===== src/rtl/if_id_stage_reg.sv =====
// IF/ID pipeline stage register: 2-entry skid buffer between fetch and decode
// with flush, decode stall, NOP insertion while empty and a saturating stall counter.
module if_id_stage_reg #(
    parameter int              XLEN  = 32,
    parameter int              ILEN  = 32,
    parameter logic [ILEN-1:0] NOP   = 32'h0000_0013,
    parameter int              CNT_W = 16
) (
    input  logic             clk,
    input  logic             rst,
    input  logic             in_valid,
    output logic             in_ready,
    input  logic [XLEN-1:0]  in_pc,
    input  logic [ILEN-1:0]  in_instr,
    input  logic             in_pred_taken,
    input  logic             stall,
    input  logic             flush,
    output logic             out_valid,
    input  logic             out_ready,
    output logic [XLEN-1:0]  out_pc,
    output logic [ILEN-1:0]  out_instr,
    output logic             out_pred_taken,
    output logic [1:0]       occupancy,
    output logic [CNT_W-1:0] stall_cnt
);

    typedef enum logic [1:0] {
        EMPTY = 2'd0,
        ONE   = 2'd1,
        FULL  = 2'd2
    } state_t;

    state_t            state_reg;
    logic [XLEN-1:0]   head_pc_reg;
    logic [ILEN-1:0]   head_instr_reg;
    logic              head_pred_reg;
    logic [XLEN-1:0]   skid_pc_reg;
    logic [ILEN-1:0]   skid_instr_reg;
    logic              skid_pred_reg;
    logic [CNT_W-1:0]  stall_cnt_reg;

    logic push;
    logic pop;

    // Handshake signals depend only on the state register, never on decode-side inputs.
    assign in_ready  = (state_reg != FULL);
    assign out_valid = (state_reg != EMPTY);
    assign occupancy = state_reg;

    assign push = in_valid & in_ready;
    assign pop  = out_valid & out_ready & ~stall;

    assign out_pc         = head_pc_reg;
    assign out_instr      = out_valid ? head_instr_reg : NOP;
    assign out_pred_taken = out_valid & head_pred_reg;
    assign stall_cnt      = stall_cnt_reg;

    always_ff @(posedge clk or negedge rst) begin
        if (!rst) begin
            state_reg      <= EMPTY;
            head_pc_reg    <= '0;
            head_instr_reg <= NOP;
            head_pred_reg  <= 1'b0;
            skid_pc_reg    <= '0;
            skid_instr_reg <= NOP;
            skid_pred_reg  <= 1'b0;
            stall_cnt_reg  <= '0;
        end else begin
            if (out_valid && !pop && (stall_cnt_reg != {CNT_W{1'b1}}))
                stall_cnt_reg <= stall_cnt_reg + CNT_W'(1);

            // Flush drops everything, including a push arriving in the same cycle.
            if (flush) begin
                state_reg <= EMPTY;
            end else begin
                case (state_reg)
                    EMPTY: begin
                        if (push) begin
                            head_pc_reg    <= in_pc;
                            head_instr_reg <= in_instr;
                            head_pred_reg  <= in_pred_taken;
                            state_reg      <= ONE;
                        end
                    end
                    ONE: begin
                        if (push && pop) begin
                            head_pc_reg    <= in_pc;
                            head_instr_reg <= in_instr;
                            head_pred_reg  <= in_pred_taken;
                        end else if (push) begin
                            skid_pc_reg    <= in_pc;
                            skid_instr_reg <= in_instr;
                            skid_pred_reg  <= in_pred_taken;
                            state_reg      <= FULL;
                        end else if (pop) begin
                            state_reg <= EMPTY;
                        end
                    end
                    FULL: begin
                        if (pop) begin
                            head_pc_reg    <= skid_pc_reg;
                            head_instr_reg <= skid_instr_reg;
                            head_pred_reg  <= skid_pred_reg;
                            state_reg      <= ONE;
                        end
                    end
                    default: state_reg <= EMPTY;
                endcase
            end
        end
    end

endmodule


===== config.mk =====
export PLATFORM = sky130hd
export DESIGN_NAME = if_id_stage_reg
export DESIGN_NICKNAME = d
export VERILOG_FILES = /design/src/rtl/if_id_stage_reg.sv
export SDC_FILE = /design/constraint.sdc
export NUM_CORES = 1
export LEC_CHECK = 0
export ABC_AREA = 1
export BUFFER_PORTS_ARGS = -buffer_cell sky130_fd_sc_hd__buf_2
export CORE_MARGIN = 3
export CORE_UTILIZATION = 51
export CTS_BUF_LIST = sky130_fd_sc_hd__clkbuf_4
export DETAILED_ROUTE_END_ITERATION = 8
export HOLD_SLACK_MARGIN = 0.02
export PLACE_DENSITY = 0.9
export SETUP_SLACK_MARGIN = 0.3
export SYNTH_ARGS = -nofsm -noshare
export SYNTH_HDL_FRONTEND = slang
export SYNTH_SLANG_ARGS = --single-unit

===== constraint.sdc =====
create_clock -name clk -period 1.5 [get_ports clk]
set_input_delay 0.15 -clock clk [delete_from_list [all_inputs] [get_ports clk]]
set_output_delay 0.15 -clock clk [all_outputs]
set_load 0.01 [all_outputs]

==> impl_metrics.tcl, run 1 <==
set metrics [dict create \
    io_buffer_count 155 \
    synthesis.area_mm2 0.00690 \
    first-error "[ERROR GRT-0232] Routing congestion too high. Check the congestion heatmap in the GUI." \
    die_h_um 122 \
    ys_seq_area_share_pct 53.8 \
    worst_endpoint "skid_pc_reg[12]$_DFFE_PN0P_/D" \
    synth_cells 824 \
    die_w_um 122 \
    synth_nets 896 \
    stop_stage "global routing (5_1_grt)" \
    root_buffer "clkbuf_4" \
    synth_seq_cells 148 \
    pre_cts_ws_ns -0.0814 \
    rows 41 \
    place_hpwl_um 11500 \
    yosys_warnings 0 \
    initial_utilization_pct 53.4 \
    grt_overflow_total 3 \
    yosysUniqueCellTypes 26 \
    grt_antenna_before_repair 5 \
    place.gp.congestion 0.805 \
    io-pin-count 156 \
    track_usage_pct 73.1 \
    status "did not finish" \
    worstEndpointType "sequential cell input" \
    numCtsBuffers 17 \
    avgSynthCellArea_um2 8.37 \
    cts_max_level 4 \
    cts.sinks 148 \
    clockBufferDepth 2 \
    grt_max_degree 44 \
]
-- Yosys cell counts (all sizes together) --
cell type	number	share of area [%]
or2	3	0.27
nand2	270	15
dfrtp	142	52
xnor2	3	0.38
nand4	6	0.54
mux2i	43	6.2
ha	1	0.18
a21oi	1	0.072
o211ai	1	0.11
nand3	54	3.9
nor2	55	3.2
buf	31	2.8
o21ai	121	8.8
clkbuf	15	0.82
inv	70	3.8
xor2	2	0.25
dfstp	6	2.3
-- metrics by stage --
| stage | cells | area [um2] |
|---|---|---|
| 4_1_cts | 1327 | 10600 |
| 3_5_place_dp | 1144 | 8180 |
| 2_1_floorplan | 824 | 7000 |
| 3_3_place_gp | 1144 | 8180 |
-- layer usage --
metal | GRT usage (%) | overflow
met1 | 71.2 | 0
met2 | 86.7 | 2
met3 | 66.5 | 0
met4 | 69.0 | 1
met5 | 28.8 | 0
-- what timing repair did --
| item | in CTS |
|---|---|
| pin swaps | 10 |
| setup endpoints to repair | 233 |
| endpoints found under the hold margin | 278 |
| gates cloned | 27 |
| hold buffers | 67 |
| buffers inserted | 58 |
| resized for setup | 108 |
-- logic make-up after synthesis --
family | count (synthesis) | share of synthesized area (%)
flops | 148 | 53.8
mux | 43 | 6.24
fa+ha+maj | 1 | 0.181
xor+xnor | 5 | 0.635
compound gates | 123 | 9.01
simple gates | 388 | 22.7
buf+inv | 116 | 7.44
==> run 2, diff against run 1 <==
--- a/config.mk
+++ b/config.mk
@@ -8,12 +8,9 @@
 export ABC_AREA = 1
 export BUFFER_PORTS_ARGS = -buffer_cell sky130_fd_sc_hd__buf_2
 export CORE_MARGIN = 3
-export CORE_UTILIZATION = 51
-export CTS_BUF_LIST = sky130_fd_sc_hd__clkbuf_4
+export CORE_UTILIZATION = 40
 export DETAILED_ROUTE_END_ITERATION = 8
-export HOLD_SLACK_MARGIN = 0.02
-export PLACE_DENSITY = 0.9
-export SETUP_SLACK_MARGIN = 0.3
+export PLACE_DENSITY_LB_ADDON = 0.15
 export SYNTH_ARGS = -nofsm -noshare
 export SYNTH_HDL_FRONTEND = slang
 export SYNTH_SLANG_ARGS = --single-unit
==> constraint.sdc (replaced) <==
create_clock -name clk -period 2 [get_ports clk]
set_input_delay 0.2 -clock clk [delete_from_list [all_inputs] [get_ports clk]]
set_output_delay 0.2 -clock clk [all_outputs]
set_load 0.01 [all_outputs]
==> run 2 against run 1 <==
  * The run now ends clean
  * Area after synthesis unchanged
  * Synthesized cell count unchanged
==> impl_metrics.tcl, run 2 <==
set metrics [dict create \
    status "completed" \
    fin_cells 1221 \
    ys.flop_type "dfrtp_1" \
    pre_cts_ws_ns -0.102 \
    sequentialPowerShare_pct 44.5 \
    synth_seq_cells 148 \
    die_h_um 137 \
    end_kind "output pin" \
    antenna_cells 0 \
    yosysTopAreaCellShare_pct 51.5 \
    cts_max_level 4 \
    min_path_type "in2reg" \
    yosys_warnings 0 \
    grt_setup_unrepaired "false" \
    finalCritPeriodShare_pct 89.1 \
    cp_max_fo 63 \
    via_per_inst 4.74 \
    grt_overflow_total 0 \
    grt_max_degree 85 \
    io_buffer_count 155 \
    finalHoldViolations 0 \
    max_clock_freq_ghz 0.561 \
    dpl.cell_count 1188 \
    swShare_pct 30.4 \
    cp.arrival_ns 1.58 \
    cp-start-kind "register" \
    drc 0 \
    drtIter0Drc 367 \
    fill_cells 1601 \
    fin_ws_ns 0.218 \
    firstDrtPassIters 5 \
    area_delta_synth_final_pct 25.7 \
    io-pin-count 156 \
    p_int_mw 6.91 \
    setup_viol 0 \
    avgSynthCellArea_um2 8.37 \
    combinationalPowerShare_pct 23.3 \
    initial_utilization_pct 41.2 \
    place.gp.congestion 0.766 \
    max_cap_violations 0 \
    crit_required_ns 1.80 \
    rows 47 \
    timing.hold.ws_ns 0.0268 \
    synth_cells 824 \
    ys_seq_area_share_pct 53.8 \
    min_period_ns 1.78 \
    skew_ns 0.00645 \
    die_w_um 137 \
    synthesis.area_mm2 0.00690 \
    async_reset_ff_share_pct 100 \
    place_hpwl_um 11200 \
    synth-edff-count 0 \
    final-seq-area_mm2 0.00371 \
    final_cell_mix "nand2_1, buf_2, dfrtp_1" \
    track_usage_pct 18.5 \
    clockBufferDepth 2 \
    cts_setup_buffers 0 \
    clockPowerShare_pct 32.2 \
    pwr_density_cell_mw_per_mm2 1140 \
    synth_common_cells "nand2_1, dfrtp_1, o21ai_0, inv_1, nand3_1" \
    p_leak_nw 4.86 \
    final_core_util_pct 51.7 \
    fin_nets 1060 \
    ant_nets 0 \
    clk_latency_ns 0.42 \
    synth_top_area_cell "dfrtp_1" \
    yosysUniqueCellTypes 26 \
    vias 5785 \
    setup-tns-final_ns 0 \
    slew_headroom_pct 53.6 \
    crit_type "reg2out" \
    multi_input_area_mm2 0.00270 \
    routedWlPerCell_um 13.9 \
    yosysMostFrequentCell "nand2_1" \
    final_common_cell "nand2_1" \
    maxSlewViolCount 0 \
    synth_nets 896 \
    grt_antenna_before_repair 0 \
    drive_above_1_share_pct 23.8 \
    numCtsBuffers 17 \
    die_area_mm2 0.0189 \
    clkTransAtPathRegs_ns 0.06 \
    fp.coreArea_mm2 0.0168 \
    p_sw_mw 3.02 \
    drt_wl_total_um 16900 \
    yosys-top-cells-area "dfrtp_1, nand2_1, o21ai_0" \
    cts_tree "yes" \
    cts.sinks 148 \
    grt_pass1_vias 5338 \
    grt_pass1_wl_um 27300 \
    peakVddDrop_mv 0.642 \
    root_buffer "clkbuf_16" \
    tightest_slew_ns 0.696 \
]
==> run 2: layout make-up <==
| cell class | count | area share, % |
|---|---|---|
| timing repair buffer | 191 | 13.1 |
| clock inverter | 10 | 1.54 |
| clock buffer | 22 | 5.24 |
| inverter | 70 | 3.03 |
| tap | 220 | 3.17 |
| sequential | 148 | 42.8 |
| multi-input combinational | 560 | 31.1 |
==> run 2: worst paths after layout <==
kind	from	depth (start not counted)	slack (ns)	end
max	occupancy[0]	5	0.22	in_ready
min	in_instr[20]	3	0.03	skid_instr_reg[20]
max reg2reg	occupancy[0]	9	0.23	skid_pc_reg[20]
min reg2reg	skid_pc_reg[2]	2	0.47	skid_pc_reg[2]
max in group asynchronous	rst	3	1.06	skid_instr_reg[0]
min in group asynchronous	rst	2	0.26	out_pc[27]
==> run 2: worst max-delay path, stage by stage (launching register included) <==
cell and delay [ns]:
dfrtp_1 0.38, buf_4 0.16, inv_2 0.05, nand2_4 0.08, buf_12 0.29, buf_2 0.20
==> run 2: routing by layer <==
layer  global-route usage [%]  wire, um  vias up
met3                     4.57      1020        9
li1                         -         -     2965
met4                     4.77       127        0
met5                        0         0        -
met1                     25.4      7900     2664
met2                     29.3      7890      147
==> run 2: kinds of logic (layout without fill, tap and decap cells) <==
| kind of cell | count (synthesis) | count (layout) | share of synthesized area, % |
|---|---|---|---|
| xor gates and xnor gates | 5 | 5 | 0.635 |
| buffers and inverters | 116 | 293 | 7.44 |
| and+or+nand+nor | 388 | 388 | 22.7 |
| adders and majority gates | 1 | 1 | 0.181 |
| DFF | 148 | 148 | 53.8 |
| AOI/OAI and AO/OA | 123 | 123 | 9.01 |
| muxes | 43 | 43 | 6.24 |
==> run 2: power groups by stage <==
stage | Sequential, mW | Combinational [mW] | Clock [mW]
6_report | 4.41 | 2.31 | 3.19
5_1_grt | 4.53 | 2.67 | 3.40
4_1_cts | 4.42 | 2.36 | 3.28
3_5_place_dp | 4.45 | 2.34 | 0
3_3_place_gp | 4.43 | 2.30 | 0
2_1_floorplan | 4.54 | 1.23 | 0
==> run 2: per-stage QoR <==
step	instance area, um2	total power, mW
floorplan	6900	5.76
global placement	8070	6.73
detailed placement	8070	6.80
CTS	8670	10.1
global route	8670	10.6
finish	8670	9.92
==> run 2: what timing repair did <==
item                                    in CTS  in global routing
hold buffers                                 1                  0
endpoints found under the hold margin       33                  0
resized for setup                            1                  1
endpoints found under the setup margin      12                 22
cloned                                       0                  0
Note: power is estimated with default switching activity, not from simulation.
==> run 3, diff against run 2 <==
--- a/config.mk
+++ b/config.mk
@@ -11,6 +11,8 @@
 export CORE_UTILIZATION = 40
 export DETAILED_ROUTE_END_ITERATION = 8
 export PLACE_DENSITY_LB_ADDON = 0.15
+export REMOVE_ABC_BUFFERS = 1
+export SKIP_LAST_GASP = 1
 export SYNTH_ARGS = -nofsm -noshare
 export SYNTH_HDL_FRONTEND = slang
 export SYNTH_SLANG_ARGS = --single-unit
==> run 3 against run 2 <==
  * Worst setup slack got worse by 0.11 ns
  * Highest routed layer is now met5
  * Global-route usage fell by 0.54 points
  * Design area fell by 0.43%
  * Critical path type unchanged
  * Core utilization fell by 0.22 points
==> impl_metrics.tcl, run 3 (same netlist as run 2, synthesis figures left out) <==
set metrics [dict create \
    die_w_um 137 \
    track_usage_pct 17.9 \
    setup-tns-final_ns 0 \
    crit_required_ns 1.80 \
    end_kind "output pin" \
    clkTransAtPathRegs_ns 0.06 \
    grt_pass1_wl_um 26700 \
    startpoint "occupancy[0]" \
    drive_above_1_share_pct 22.8 \
    place.gp.congestion 0.835 \
    drc 0 \
    maxSlewViolCount 0 \
    drt_wl_total_um 16500 \
    grt_use_met1_pct 24.1 \
    drtIter0Drc 361 \
    io-pin-count 156 \
    vias 5677 \
    skew_ns 0.0124 \
    met3_usage_pct 5.26 \
    clk_latency_ns 0.42 \
    finalHoldViolations 0 \
    cp_num_buf_inv 3 \
    clockBufferDepth 2 \
    routedWlPerCell_um 13.7 \
    fp.coreArea_mm2 0.0168 \
    die_h_um 137 \
    die_area_mm2 0.0189 \
    timing.hold.ws_ns 0.0237 \
    cts_tree "yes" \
    finalCritPeriodShare_pct 94.6 \
    grt_setup_unrepaired "false" \
    area_delta_synth_final_pct 25.1 \
    pre_cts_ws_ns 0.358 \
    max_cap_violations 0 \
    critical_path.top_delay_family "buffers and inverters" \
    slew_headroom_pct 69.6 \
    fin_ws_ns 0.108 \
    max_clock_freq_ghz 0.528 \
    crit_type "reg2out" \
    use_met2_pct 28.0 \
    min_from "in_pc[15]" \
    rows 47 \
    cp-start-kind "register" \
    cp_max_fo 88 \
    min_path_type "in2reg" \
    final_cell_mix "nand2_1, buf_2, dfrtp_1" \
    min_period_ns 1.89 \
    ant_nets 0 \
    p_leak_nw 4.82 \
    peakVddDrop_mv 0.594 \
    cp.arrival_ns 1.69 \
    grt_pass1_vias 5333 \
    critical-path-max-stage-delay_ns 0.50 \
    root_buffer "clkbuf_16" \
    status "completed" \
    initial_utilization_pct 41.2 \
    final_common_cell "nand2_1" \
    power_mw 9.90 \
    rr_startpoint "stall_cnt[0]" \
    tightest_slew_ns 0.456 \
    cts_max_level 4 \
    grt_antenna_before_repair 4 \
    firstDrtPassIters 5 \
    place_hpwl_um 11100 \
    numCtsBuffers 17 \
    crit_chain "inv_2 > nand2_4 > buf_16 > buf_2" \
    setup_viol 0 \
    fin_nets 1045 \
    dpl.cell_count 1173 \
    via_per_inst 4.70 \
    rrSetupSlack_ns 0.32 \
    io_buffer_count 155 \
    grt_max_degree 89 \
    grt-busiest-layer "met2" \
    critPathSlowestCell "dfrtp_1" \
    pwr_density_cell_mw_per_mm2 1150 \
    fin_cells 1207 \
    grt_overflow_total 0 \
    cts.sinks 148 \
]
run 3: cell count changes in the layout (fill, tap and decap cells not counted), moves of 2 or more:
cell,before,now
buf_12,6,8
buf_4,28,11
clkbuf_1,4,1
clkinv_2,4,0
clkinv_4,1,4
inv_6,0,3
run 3: repair_timing:
| action | 4_1_cts | 5_1_grt |
|---|---|---|
| endpoints found under the setup margin | 0 | 1 |
| hold buffers | 1 | 0 |
| endpoints found under the hold margin | 34 | 0 |
| resized for setup | 0 | 1 |
| buffers inserted | 0 | 0 |
run 3: stage by stage:
stage	cell area [um2]	utilization (%)
6_report	8630	51.5
5_1_grt	8630	51.5
4_1_cts	8620	51.5
3_5_place_dp	8000	47.7
3_3_place_gp	8000	47.7
2_1_floorplan	6650	-
run 3: worst register-to-register path, stage by stage (launching register included):
cell and delay [ns]:
dfrtp_1 0.44, ha_1 0.20, inv_1 0.05, nor2_1 0.17, nand2_1 0.12, o21ai_2 0.39, o21ai_0 0.17
run 3: worst paths after layout:
check | end | depth (start not counted)
worst max-delay path | in_ready | 4
worst min-delay path | skid_pc_reg[15] | 3
worst max register to register | stall_cnt[5] | 6
worst min register to register | head_instr_reg[4] | 2
max in group asynchronous | skid_instr_reg[4] | 3
min in group asynchronous | head_instr_reg[10] | 2
run 3: cell type report:
class                      count  area, um2
fill                        1663       8130
sequential                   148       3710
multi-input combinational    560       2700
timing repair buffer         176       1060
clock buffer                  19        443
tap                          220        275
inverter                      70        263
clock inverter                13        174
antenna                        1       2.50
run 3: where the power goes:
part	total, mW	leakage, nW	internal, mW	switching (mW)
Sequential	4.50	1.87	3.93	0.570
Combinational	2.08	2.66	0.887	1.20
Clock	3.31	0.291	2.02	1.29
run 3: metal layers:
metal / wire length (um) / up-vias
met3: 981 / 17
met1: 7960 / 2599
met5: 26 / -
met2: 7360 / 125
met4: 192 / 6
li1: - / 2930
